[src/rtl/serial_alu_core.sv]
// serial_alu_core: bit-serial ALU slave for the mini serial processor.
//
// A request packet {op_2, op_1, op_code} arrives LSB first on spi_mosi after
// a start bit (mosi=1 while nss=0). The ALU result and the flags
// {E, V, C, N, Z} are returned LSB first on spi_miso. A bit-by-bit copy of
// the request is captured, evaluated in one cycle and shifted back out.
//
// Ports:
//   i_clock   in   system clock
//   i_reset   in   asynchronous active-low reset
//   spi_nss   in   slave select, active-low
//   spi_mosi  in   master-out serial data
//   spi_miso  out  slave-out serial data
//   o_busy    out  high in any state other than IDLE
//
// Optional feature: define SERIAL_ALU_MUL_EN to build opcode 10 as an
// unsigned multiply. Without it, no multiplier exists and opcode 10 is
// reported as illegal.
//
// state     | meaning
// ----------+------------------------------------------------------------
// IDLE      | waiting for start bit (nss=0, mosi=1)
// RECEIVING | capturing PACKET_BITS request bits, one per clock
// OPERATE   | one cycle: result and flags registered into response
// READY     | miso=1 (when selected); mosi=0 with nss=0 starts the reply
// SENDING   | shifting RESP_BITS response bits out on miso

module serial_alu_core #(
  parameter int DATA_WIDTH = 8,
  parameter int OP_WIDTH   = 4
) (
  input  logic i_clock,
  input  logic i_reset,
  input  logic spi_nss,
  input  logic spi_mosi,
  output logic spi_miso,
  output logic o_busy
);

  localparam int PACKET_BITS = OP_WIDTH + 2*DATA_WIDTH;
  localparam int RESP_BITS   = DATA_WIDTH + 5;
  localparam int CIN_W       = $clog2(PACKET_BITS);
  localparam int COUT_W      = $clog2(RESP_BITS);
  localparam int SH_W        = $clog2(DATA_WIDTH);
  localparam int MSB         = DATA_WIDTH - 1;

  localparam logic [OP_WIDTH-1:0] OP_ADD  = OP_WIDTH'(0);
  localparam logic [OP_WIDTH-1:0] OP_SUB  = OP_WIDTH'(1);
  localparam logic [OP_WIDTH-1:0] OP_AND  = OP_WIDTH'(2);
  localparam logic [OP_WIDTH-1:0] OP_OR   = OP_WIDTH'(3);
  localparam logic [OP_WIDTH-1:0] OP_XOR  = OP_WIDTH'(4);
  localparam logic [OP_WIDTH-1:0] OP_SLL  = OP_WIDTH'(5);
  localparam logic [OP_WIDTH-1:0] OP_SRL  = OP_WIDTH'(6);
  localparam logic [OP_WIDTH-1:0] OP_SRA  = OP_WIDTH'(7);
  localparam logic [OP_WIDTH-1:0] OP_SLT  = OP_WIDTH'(8);
  localparam logic [OP_WIDTH-1:0] OP_SLTU = OP_WIDTH'(9);
`ifdef SERIAL_ALU_MUL_EN
  localparam logic [OP_WIDTH-1:0] OP_MUL  = OP_WIDTH'(10);
`endif

  typedef enum logic [2:0] {
    IDLE,
    RECEIVING,
    OPERATE,
    READY,
    SENDING
  } state_t;

  state_t state, state_next;

  logic [CIN_W-1:0]       counter_in;
  logic [COUT_W-1:0]      counter_out;
  logic [PACKET_BITS-1:0] req;
  logic [RESP_BITS-1:0]   resp;

  logic last_in;
  logic last_out;

  assign last_in  = (counter_in  == CIN_W'(PACKET_BITS - 1));
  assign last_out = (counter_out == COUT_W'(RESP_BITS - 1));

  // Request field split
  logic [OP_WIDTH-1:0]   op_code;
  logic [DATA_WIDTH-1:0] op_1;
  logic [DATA_WIDTH-1:0] op_2;
  logic [SH_W-1:0]       shamt;

  assign op_code = req[OP_WIDTH-1:0];
  assign op_1    = req[OP_WIDTH +: DATA_WIDTH];
  assign op_2    = req[OP_WIDTH+DATA_WIDTH +: DATA_WIDTH];
  assign shamt   = op_2[SH_W-1:0];

  // Widened by one bit so the top bit is the carry (ADD) or borrow (SUB).
  logic [DATA_WIDTH:0] sum;
  logic [DATA_WIDTH:0] diff;

  assign sum  = {1'b0, op_1} + {1'b0, op_2};
  assign diff = {1'b0, op_1} - {1'b0, op_2};

`ifdef SERIAL_ALU_MUL_EN
  logic [2*DATA_WIDTH-1:0] prod;
  assign prod = op_1 * op_2;
`endif

  logic [DATA_WIDTH-1:0] result;
  logic flag_z, flag_n, flag_c, flag_v, flag_e;

  always_comb begin
    result = '0;
    flag_c = 1'b0;
    flag_v = 1'b0;
    flag_e = 1'b0;
    case (op_code)
      OP_ADD: begin
        result = sum[MSB:0];
        flag_c = sum[DATA_WIDTH];
        flag_v = (op_1[MSB] == op_2[MSB]) && (sum[MSB] != op_1[MSB]);
      end
      OP_SUB: begin
        result = diff[MSB:0];
        flag_c = diff[DATA_WIDTH];
        flag_v = (op_1[MSB] != op_2[MSB]) && (diff[MSB] != op_1[MSB]);
      end
      OP_AND:  result = op_1 & op_2;
      OP_OR:   result = op_1 | op_2;
      OP_XOR:  result = op_1 ^ op_2;
      OP_SLL:  result = op_1 << shamt;
      OP_SRL:  result = op_1 >> shamt;
      OP_SRA:  result = $unsigned($signed(op_1) >>> shamt);
      OP_SLT:  result = {{(DATA_WIDTH-1){1'b0}}, ($signed(op_1) < $signed(op_2))};
      OP_SLTU: result = {{(DATA_WIDTH-1){1'b0}}, (op_1 < op_2)};
`ifdef SERIAL_ALU_MUL_EN
      OP_MUL: begin
        result = prod[MSB:0];
        flag_c = |prod[2*DATA_WIDTH-1:DATA_WIDTH];
      end
`endif
      default: flag_e = 1'b1;
    endcase
    // Illegal opcodes report only E; Z is suppressed even though result is 0.
    flag_z = ~flag_e & (result == '0);
    flag_n = result[MSB];
  end

  // State register
  always_ff @(posedge i_clock or negedge i_reset) begin
    if (!i_reset) begin
      state <= IDLE;
    end else begin
      state <= state_next;
    end
  end

  // Next state and outputs
  always_comb begin
    state_next = state;
    spi_miso   = 1'b0;
    o_busy     = (state != IDLE);
    case (state)
      IDLE: begin
        if (!spi_nss && spi_mosi) state_next = RECEIVING;
      end
      RECEIVING: begin
        if (spi_nss)      state_next = IDLE;
        else if (last_in) state_next = OPERATE;
      end
      OPERATE: begin
        state_next = READY;
      end
      READY: begin
        spi_miso = ~spi_nss;
        if (!spi_nss && !spi_mosi) state_next = SENDING;
      end
      SENDING: begin
        spi_miso = ~spi_nss & resp[counter_out];
        if (spi_nss || last_out) state_next = IDLE;
      end
      default: state_next = IDLE;
    endcase
  end

  // Shift counters and request/response storage
  always_ff @(posedge i_clock or negedge i_reset) begin
    if (!i_reset) begin
      counter_in  <= '0;
      counter_out <= '0;
      req         <= '0;
      resp        <= '0;
    end else begin
      case (state)
        RECEIVING: begin
          if (spi_nss) begin
            counter_in <= '0;
          end else begin
            req[counter_in] <= spi_mosi;
            counter_in      <= last_in ? '0 : counter_in + CIN_W'(1);
          end
        end
        OPERATE: begin
          resp <= {flag_e, flag_v, flag_c, flag_n, flag_z, result};
        end
        SENDING: begin
          counter_out <= (spi_nss || last_out) ? '0 : counter_out + COUT_W'(1);
        end
        default: ;
      endcase
    end
  end

endmodule
[config.mk]
export PLATFORM = sky130hd
export DESIGN_NAME = serial_alu_core
export DESIGN_NICKNAME = d
export VERILOG_FILES = /design/src/rtl/serial_alu_core.sv
export SDC_FILE = /design/constraint.sdc
export NUM_CORES = 1
export LEC_CHECK = 0
export BUFFER_PORTS_ARGS = -buffer_cell sky130_fd_sc_hd__buf_2
export CORE_MARGIN = 8
export CORE_UTILIZATION = 30
export DETAILED_ROUTE_END_ITERATION = 16
export GPL_TIMING_DRIVEN = 0
export PLACE_DENSITY_LB_ADDON = 0.3
export SYNTH_ARGS = -nofsm -noshare
export SYNTH_HDL_FRONTEND = slang
export SYNTH_SLANG_ARGS = --single-unit
[constraint.sdc]
create_clock -name i_clock -period 2.5 [get_ports i_clock]
set_input_delay 0.125 -clock i_clock [delete_from_list [all_inputs] [get_ports i_clock]]
set_output_delay 0.125 -clock i_clock [all_outputs]
set_load 0.005 [all_outputs]
==> results.md, run 1 <==
Timing:
- The minimum clock period is 2510 ps.
- The worst hold margin is 5.490 ps.
- For the final database, setup skew stands at 4.335 ps.
- At the pin with the least slew margin, the transition time is 995.5 ps.
- The highest clock rate is 398.5 MHz.
- The final number of max-transition violations is 0.
- The final critical path takes up 100.4% of the cycle.
- The normalized max-slew margin is 33.63%.
- The final-report hold violation count is 0.
- Setup repair after global routing could not meet its margin everywhere.
- The minimum setup slack in the final design is -9.575 ps.
- Setup violations remaining at the end of the flow were counted as 1.

Route:
- The overall routed net length is 11.96 mm.
- For this block, the initial DRC count from the detailed router was 219.
- The wire length per cell is 17.83 um.
- Dividing the detail-routed via count by the number of cells gives 5.411.
- The total vias in the final route is 3,631.
- The number of nets still failing antenna checks after routing is 0.
- After detailed routing, the number of remaining DRC violations is 0.
- The number of iterations in the first detailed-routing pass is 5.

Floorplan:
- The die covers 0.01748 mm2.
- In this run the count of I/O pins placed on the die edge is 6.
- The total number of placement rows is 42.
- Measured along the y axis, the die boundary spans 132.2 um.
- The die span in x is 132.2 um.
- For this configuration, the core starts out at a cell density of 30.60%.
- The core region is 0.01324 mm2.

Clock network:
- The number of buffers added by the clock tree synthesis step is 5.
- TritonCTS built the clock tree.
- The clock tree synthesis step divided the H-tree into 2 levels.
- The tree is rooted in a clkbuf_16.
- Clock-pin slew was measured on the worst setup and hold paths at 60 ps.
- The clock net in this run drives a total of 44 sinks.
- No sink is reached through more buffers than the 2 on the longest clock path.
- The number of buffers inserted by hold repair at cts is 0.
- The later-pin clock latency in the skew report is 280 ps.

Power and ir drop:
- The post-route total power is 0.004218 W.
- In this run the power density over the cells is 843.4 mW/mm2.
- The maximum vdd ir drop is 442.8 uV.
- For this design the static power due to leakage is 2.001 nW.

GRT:
- The via count of the first global-routing pass came to 3,509.
- The remaining global-route overflow is 0.
- Entering global routing, the biggest net connects 45 pins.
- Global routing used 13.35% of the available tracks.
- The number of antenna violations at the first check in global routing is 0.
- The first global-routing pass estimated 19.26 mm of wire.

Setup path:
- The startpoint class of the critical path is a flop.
- The element type at the critical path end is a flop.
- The arrival time at the worst endpoint is 2700 ps.
- The startpoint-to-endpoint class of the critical path is reg -> reg.
- The maximum fanout along the worst path is 4.
- The required time reported for the critical path endpoint is 2690 ps.

Synth:
- The number of distinct library cells after synthesis is 71.
- The average cell area after synthesis is 8.927 um2.
- In the synthesized netlist, the number of instances is 454.
- The sequential cell area fraction in the yosys report is 27.17%.
- Counting flops and latches in the post-synthesis netlist gives 44.
- Counting flops with a built-in enable in the synthesized netlist gives 0.
- The cell area after technology mapping is 0.004053 mm2.
- The most used flip-flop cell after synthesis is dfrtp_1.
- The Yosys step of the flow raised 0 warnings.
- After synthesis, the share of flip-flops with an asynchronous set or reset is 100.0%.
- Counting every net in the synthesized netlist gives 491.

Cells and area:
- The final layout contains 531 nets.
- The fraction of final layout cells with drive strength greater than 1 is 29.29%.
- The repair_antennas step left the layout with diodes totalling 0.
- The area added between synthesis and finish is 23.40%.

Hold path:
- The tightest min-delay check is of the in -> async type.

Run status:
- The flow ran to the end, but the final reports show violations.
- The final reports fail on negative setup slack.

Placed design:
- Summed over all nets, the half-perimeter wirelength after detailed placement is 8.496 mm.
- The minimum setup slack after placement is -634.5 ps.
- The count of buffers from port buffering is 3.
- The weighted congestion reported at the end of routability-driven placement is 0.8888.

Job:
- The number of maximum-capacitance violations is 0.
cell usage after synthesis (3+ instances only):
| master | count | area share [%] |
|---|---|---|
| nand2_1 | 53 | 4.9 |
| a22oi_1 | 7 | 1.3 |
| a21o_1 | 4 | 0.74 |
| o21bai_1 | 3 | 0.56 |
| nand4_1 | 3 | 0.46 |
| nor2b_1 | 4 | 0.62 |
| mux2i_1 | 7 | 1.7 |
| and2_1 | 4 | 0.62 |
| a221o_1 | 5 | 1.2 |
| o2111ai_1 | 3 | 0.65 |
| nor3b_1 | 4 | 0.74 |
| a31oi_1 | 3 | 0.46 |
| nand3_1 | 9 | 1.1 |
| mux4_1 | 3 | 1.9 |
| nand2b_1 | 7 | 1.1 |
| a21oi_1 | 22 | 2.7 |
| buf_6 | 5 | 1.4 |
| xnor2_1 | 4 | 0.86 |
| nor4_1 | 5 | 0.77 |
| and3_1 | 5 | 0.77 |
| nor4b_1 | 4 | 0.86 |
| o211ai_1 | 7 | 1.3 |
| clkbuf_1 | 12 | 1.1 |
| mux2_2 | 16 | 4.4 |
| or3_1 | 3 | 0.46 |
| nand3b_1 | 5 | 0.93 |
| mux4_2 | 8 | 4.4 |
| clkbuf_8 | 3 | 1.0 |
| o21ai_0 | 30 | 3.7 |
| inv_1 | 32 | 3.0 |
| ha_1 | 31 | 9.6 |
| a22o_1 | 6 | 1.3 |
| nor3_1 | 10 | 1.2 |
| dfrtp_1 | 44 | 27 |
| o31ai_1 | 3 | 0.56 |
| nor2_1 | 25 | 2.3 |
| buf_2 | 10 | 1.2 |
| o22ai_1 | 3 | 0.46 |
critical path: stages, from the launching register on:
cell and delay (ps):
dfrtp_2 390, buf_8 110, clkbuf_16 130, clkinv_8 50
fa_2 360, nor3b_4 170, nor3_4 170, o221a_1 260
o2111ai_4 170, a2111oi_4 240, nand4_1 140, o31ai_2 220
path summary, 6_finish.rpt:
path / from / endpoint / slack, ps / cells after the start
max: req[13] / resp[8] / -10 / 11
min: i_reset / counter_out[0] / 5 / 1
max reg2reg: req[13] / resp[8] / -10 / 11
min reg2reg: resp[0] / resp[0] / 490 / 2
max in group asynchronous: i_reset / req[14] / 1800 / 1
min in group i_clock: spi_nss / counter_in[2] / 190 / 2
cells by family after synthesis:
family                   count (synthesis)  synth area share [%]
AO/OA/AOI/OAI                          119                 20.50
buffers and inverters                   66                 8.397
multiplexers                            36                 13.12
adder cells (fa/ha/maj)                 33                 10.56
XOR/XNOR                                 4                0.8644
flip-flops                              44                 27.17
AND/OR/NAND/NOR                        152                 19.39
report_power, final:
group,leakage [nW],switching (W),internal [W]
Sequential,0.574,0.000230,0.000922
Combinational,1.36,0.00134,0.00108
Clock,0.0712,0.000252,0.000399
Total,2.00,0.00182,0.00240
what timing repair did:
item | 4_1_cts | 5_1_grt
gates cloned | 0 | 1
pin swaps | 11 | 13
setup buffers | 22 | 11
resized for setup | 41 | 36
endpoints found under the setup margin | 11 | 12
layout by cell type, fill, tap and decap left out, types with 10 or more instances in the layout:
cell type / netlist / layout
buf_2: 10 / 10
clkbuf_1: 12 / 11
o21ai_0: 30 / 30
ha_1: 31 / 21
nand2_1: 53 / 52
nor2_1: 25 / 24
buf_4: 2 / 33
dfrtp_1: 44 / 36
mux2_2: 16 / 16
a21oi_1: 22 / 19
inv_1: 32 / 26
cell type report:
| cell class | count | area (um2) |
|---|---|---|
| multi-input combinational | 344 | 2880 |
| timing repair buffer | 38 | 276.5 |
| fill | 1362 | 8242 |
| inverter | 32 | 135.1 |
| buffer | 29 | 231.5 |
| tap | 176 | 220.2 |
| clock buffer | 8 | 146.4 |
| sequential | 44 | 1111 |
metal layers:
metal	vias up	part of all wire (%)	wire, um	GRT usage (%)
met5	-	0	0	0
met4	0	2.1	251	3.849
met3	16	3.7	441	1.448
met2	88	48	5731	22.03
met1	1784	46	5538	17.95
li1	1743	-	-	-
per-stage QoR:
stage	setup TNS (ps)	util [%]	instance area (um2)	std cells
final	-9.575	37.76	5001	671
after detailed placement	-2449	32.43	4294	633
after floorplan	0	-	4059	454
after CTS	-222.2	35.96	4762	661
after global placement	-2307	32.43	4294	633
after global routing	-203.7	37.76	5001	671
registers in the layout, indices dropped and copies added, names as in the netlist:
register,cells
counter_out,4
counter_in,5
req,20
resp,12
state,3
Note: power is estimated with default switching activity, not from simulation.
==> run 2, diff against run 1 <==
--- a/config.mk
+++ b/config.mk
@@ -7,7 +7,7 @@
 export LEC_CHECK = 0
 export BUFFER_PORTS_ARGS = -buffer_cell sky130_fd_sc_hd__buf_2
 export CORE_MARGIN = 8
-export CORE_UTILIZATION = 30
+export CORE_UTILIZATION = 50
 export DETAILED_ROUTE_END_ITERATION = 16
 export GPL_TIMING_DRIVEN = 0
 export PLACE_DENSITY_LB_ADDON = 0.3
==> constraint.sdc (replaced) <==
create_clock -name i_clock -period 3.2 [get_ports i_clock]
set_input_delay 0.16 -clock i_clock [delete_from_list [all_inputs] [get_ports i_clock]]
set_output_delay 0.16 -clock i_clock [all_outputs]
set_load 0.005 [all_outputs]
==> run 2 against run 1 <==
Utilization rose by 16 points. Highest routed layer unchanged. Hold slack improved by 4.1 ps. Worst setup slack improved by 250 ps. The run now ends clean. Largest cell class unchanged. Sequential share of layout area rose by 3.1 points.
==> results.md, run 2 (synthesis results as in run 1) <==
Run status:
- The flow ran to the end, and the final reports show no timing, DRC or antenna violations.

Clock network:
- The number of buffers inserted by hold repair at cts is 0 (unchanged).
- The number of buffers added by the clock tree synthesis step was 5 (unchanged).
- The total number of clock tree sinks is 44 (unchanged).
- The number of H-tree levels is 2 (unchanged).
- TritonCTS built the clock tree.
- The deepest clock path buffer count is 2 (unchanged).
- The clock slew seen by the registers of the worst setup and hold paths is 90 ps (+30 ps).
- The clock tree root driver cell is clkbuf_8.
- The later-pin clock latency in the skew report is 300 ps (+20 ps).

Setup path:
- The arrival time at the worst endpoint is 3170 ps (+470 ps).
- The length in cells of the worst reg-to-reg path came to 11 (unchanged).
- In this run the critical register-to-register path is launched from req[13].
- The worst reg-to-reg setup slack is 240 ps (+250 ps).
- Among all stages on the critical path, the largest delay is contributed by fa_1.
- In this design, the critical path's most frequently occurring cell is clkbuf_8.
- The required time reported for the critical path endpoint is 3410 ps (+720 ps).
- In this run the critical register-to-register path is captured at resp[8].
- The element type at the critical path end is a flop.
- The maximum fanout along the worst path is 10 (+6).
- On the critical path the largest part of the delay comes from compound AO/OA/AOI/OAI gates.
- Walking the worst path, the cells encountered are clkbuf_8, clkbuf_8, inv_1, fa_1, nor3b_1, nor3_2, o221a_1, o2111ai_2, a2111oi_4, nand4_1, o31ai_2.
- The most critical setup path has its startpoint at req[13].
- The critical path is of the reg -> reg type.
- The worst stage delay on the critical path came to 460 ps (+70 ps).
- The buffering stage count on the worst path with inverters included was 3 (unchanged).
- The startpoint class of the critical path is a flop.

Route:
- The wire length per cell is 18.44 um (+3.4%).
- The number of violations reported at the end of detailed-routing iteration 0 is 342 (+56%).
- The number of iterations in the first detailed-routing pass is 5 (unchanged).
- The total vias in the final route is 3,526 (-2.9%).
- The detail-routed via count per cell came to 6.164 (+14%).
- The number of nets still failing antenna checks after routing is 0 (unchanged).
- The overall routed net length is 10.55 mm (-12%).
- The DRC violations left is 0 (unchanged).

Placed design:
- The weighted congestion reported at the end of routability-driven placement is 1.000 (+13%).
- The sum of net half-perimeters after detailed placement is 7.968 mm (-6.2%).
- The count of buffers from port buffering was 3 (unchanged).
- The minimum setup slack after placement is -54.55 ps (+579.9 ps).
- The count of placed standard cells including taps is 563 (-11%).

Timing:
- The highest clock rate is 338.3 MHz (-15%).
- The clock skew after layout is 9.638 ps (+5.303 ps).
- Setup repair after global routing left no endpoint under its margin.
- The minimum setup slack in the final design was 244.1 ps (+253.7 ps).
- The normalized max-slew margin is 26.68% (-7.0 points).
- The final-report setup violation count is 0 (-1).
- The share of the clock period used by the worst path after layout was 92.37% (-8.0 points).
- The measured slew at the worst slew-check pin is 1085 ps (+89.05 ps).
- The final-report hold violation count was 0 (unchanged).
- The final number of max-transition violations is 0 (unchanged).
- The minimum clock period is 2956 ps (+446.3 ps).

GRT:
- The number of antenna violations at the first check in global routing is 0 (unchanged).
- The first-pass GRT wire length is 17.11 mm (-11%).
- The global-route total usage across every layer was 18.67% (+5.3 points).
- The largest net degree at the start of global routing is 45 (unchanged).
- The remaining global-route overflow is 0 (unchanged).
- The via count of the first global-routing pass was 3,264 (-7.0%).

Cells and area:
- The register with the most flip-flops in the final layout is req.
- The library cell used most frequently in the layout, excluding fill and tap cells, is nand2_1.
- The largest registers in the layout are req: 20 flops, resp: 12 flops, counter_in: 5 flops.
- The count of placed standard cells in the final layout, fillers left out is 572 (-15%).
- The fraction of final layout cells with drive strength greater than 1 was 15.85% (-13 points).
- Leaving out fill and tap cells, the most frequent cells in the layout are nand2_1, dfrtp_1, inv_1.
- The flip-flop count of the largest register after layout is 20 (unchanged).
- The post-layout net count was 503 (-5.3%).
- The total inserted antenna cells is 0 (unchanged).
- The area added between synthesis and finish is 7.719%.
- The count of filler cells inserted in the layout is 753 (-45%).

Power and ir drop:
- The maximum vdd ir drop was 435.4 uV (-1.7%).
- The leakage power figure came to 1.802 nW (-10%).
- The ratio of total power to cell area is 670.9 mW/mm2 (-20%).

Floorplan:
- The initial core utilization came to 50.33% (+20 points).
- The die span in x is 106.0 um (-20%).
- The boundary pin count is 6 (unchanged).
- The total number of placement rows is 33 (-21%).
- The total die area is 0.01124 mm2 (-36%).
- The core footprint came to 0.008051 mm2 (-39%).
- The height of the die was 106.0 um (-20%).

Job:
- The number of maximum-capacitance violations is 0 (unchanged).

Hold path:
- The type of the most critical hold path is in -> async.
run 2: cell types whose count changed in the layout (fill, tap and decap cells not counted), sizes merged:
cell	delta
buf	-31
inv	+2
bufinv	+1
clkbuf	-1
clkdlybuf4s18	+1
clkinv	-1
clkinvlp	+1
run 2: worst max path at each step:
stage	end	cells past startpoint
5_1_grt	resp[8]	11
2_1_floorplan	resp[8]	11
4_1_cts	resp[8]	11
3_3_place_gp	resp[8]	11
3_5_place_dp	resp[8]	11
6_report	resp[8]	11
run 2: through the flow:
step | setup TNS (ps) | utilization [%] | hold WS (ps) | power, W | cell area (um2)
after CTS | 0 | 53.77 | 41.61 | 0.002887 | 4329
after global placement | -27.24 | 52.15 | 359.4 | 0.002399 | 4199
after floorplan | 0 | - | -135.6 | 0.002022 | 4053
final | 0 | 54.22 | 9.541 | 0.002929 | 4365
after global routing | 0 | 54.22 | 98.90 | 0.003144 | 4365
after detailed placement | -54.55 | 52.28 | 369.7 | 0.002445 | 4209
run 2: repair_timing:
item | CTS | global route
resized for setup | 1 | 5
pin swaps | 0 | 3
setup buffers | 0 | 1
cloned | 0 | 0
endpoints found under the setup margin | 1 | 1
run 2: worst register-to-register path: stages (launching register included):
cell and delay [ps]:
dfrtp_2 390, clkbuf_8 170, clkbuf_8 170, inv_1 110
fa_1 460, nor3b_1 170, nor3_2 210, o221a_1 250
o2111ai_2 220, a2111oi_4 320, nand4_1 160, o31ai_2 240
run 2: power breakdown:
part / internal (W) / switching [W]
clock network: 0.000235 / 0.000201
logic: 0.000663 / 0.000941
registers: 0.000716 / 0.000172
total: 0.00161 / 0.00131
run 2: final cells by class:
type | instances | area (um2) | area share, %
Tap cell | 105 | 131.4 | 3.009
Clock inverter | 3 | 46.29 | 1.060
Timing Repair Buffer | 5 | 32.53 | 0.7452
Clock buffer | 5 | 68.82 | 1.576
Sequential cell | 44 | 1104 | 25.28
Inverter | 32 | 120.1 | 2.751
Buffer | 34 | 220.2 | 5.044
Multi-Input combinational cell | 344 | 2643 | 60.53
run 2: routing by layer:
metal / global-route usage [%] / share of wire (%) / up-vias
li1: - / - / 1691
met1: 26.88 / 47 / 1719
met2: 29.13 / 46 / 106
met3: 2.178 / 5.2 / 10
met4: 4.422 / 1.3 / 0
met5: 0 / 0 / -
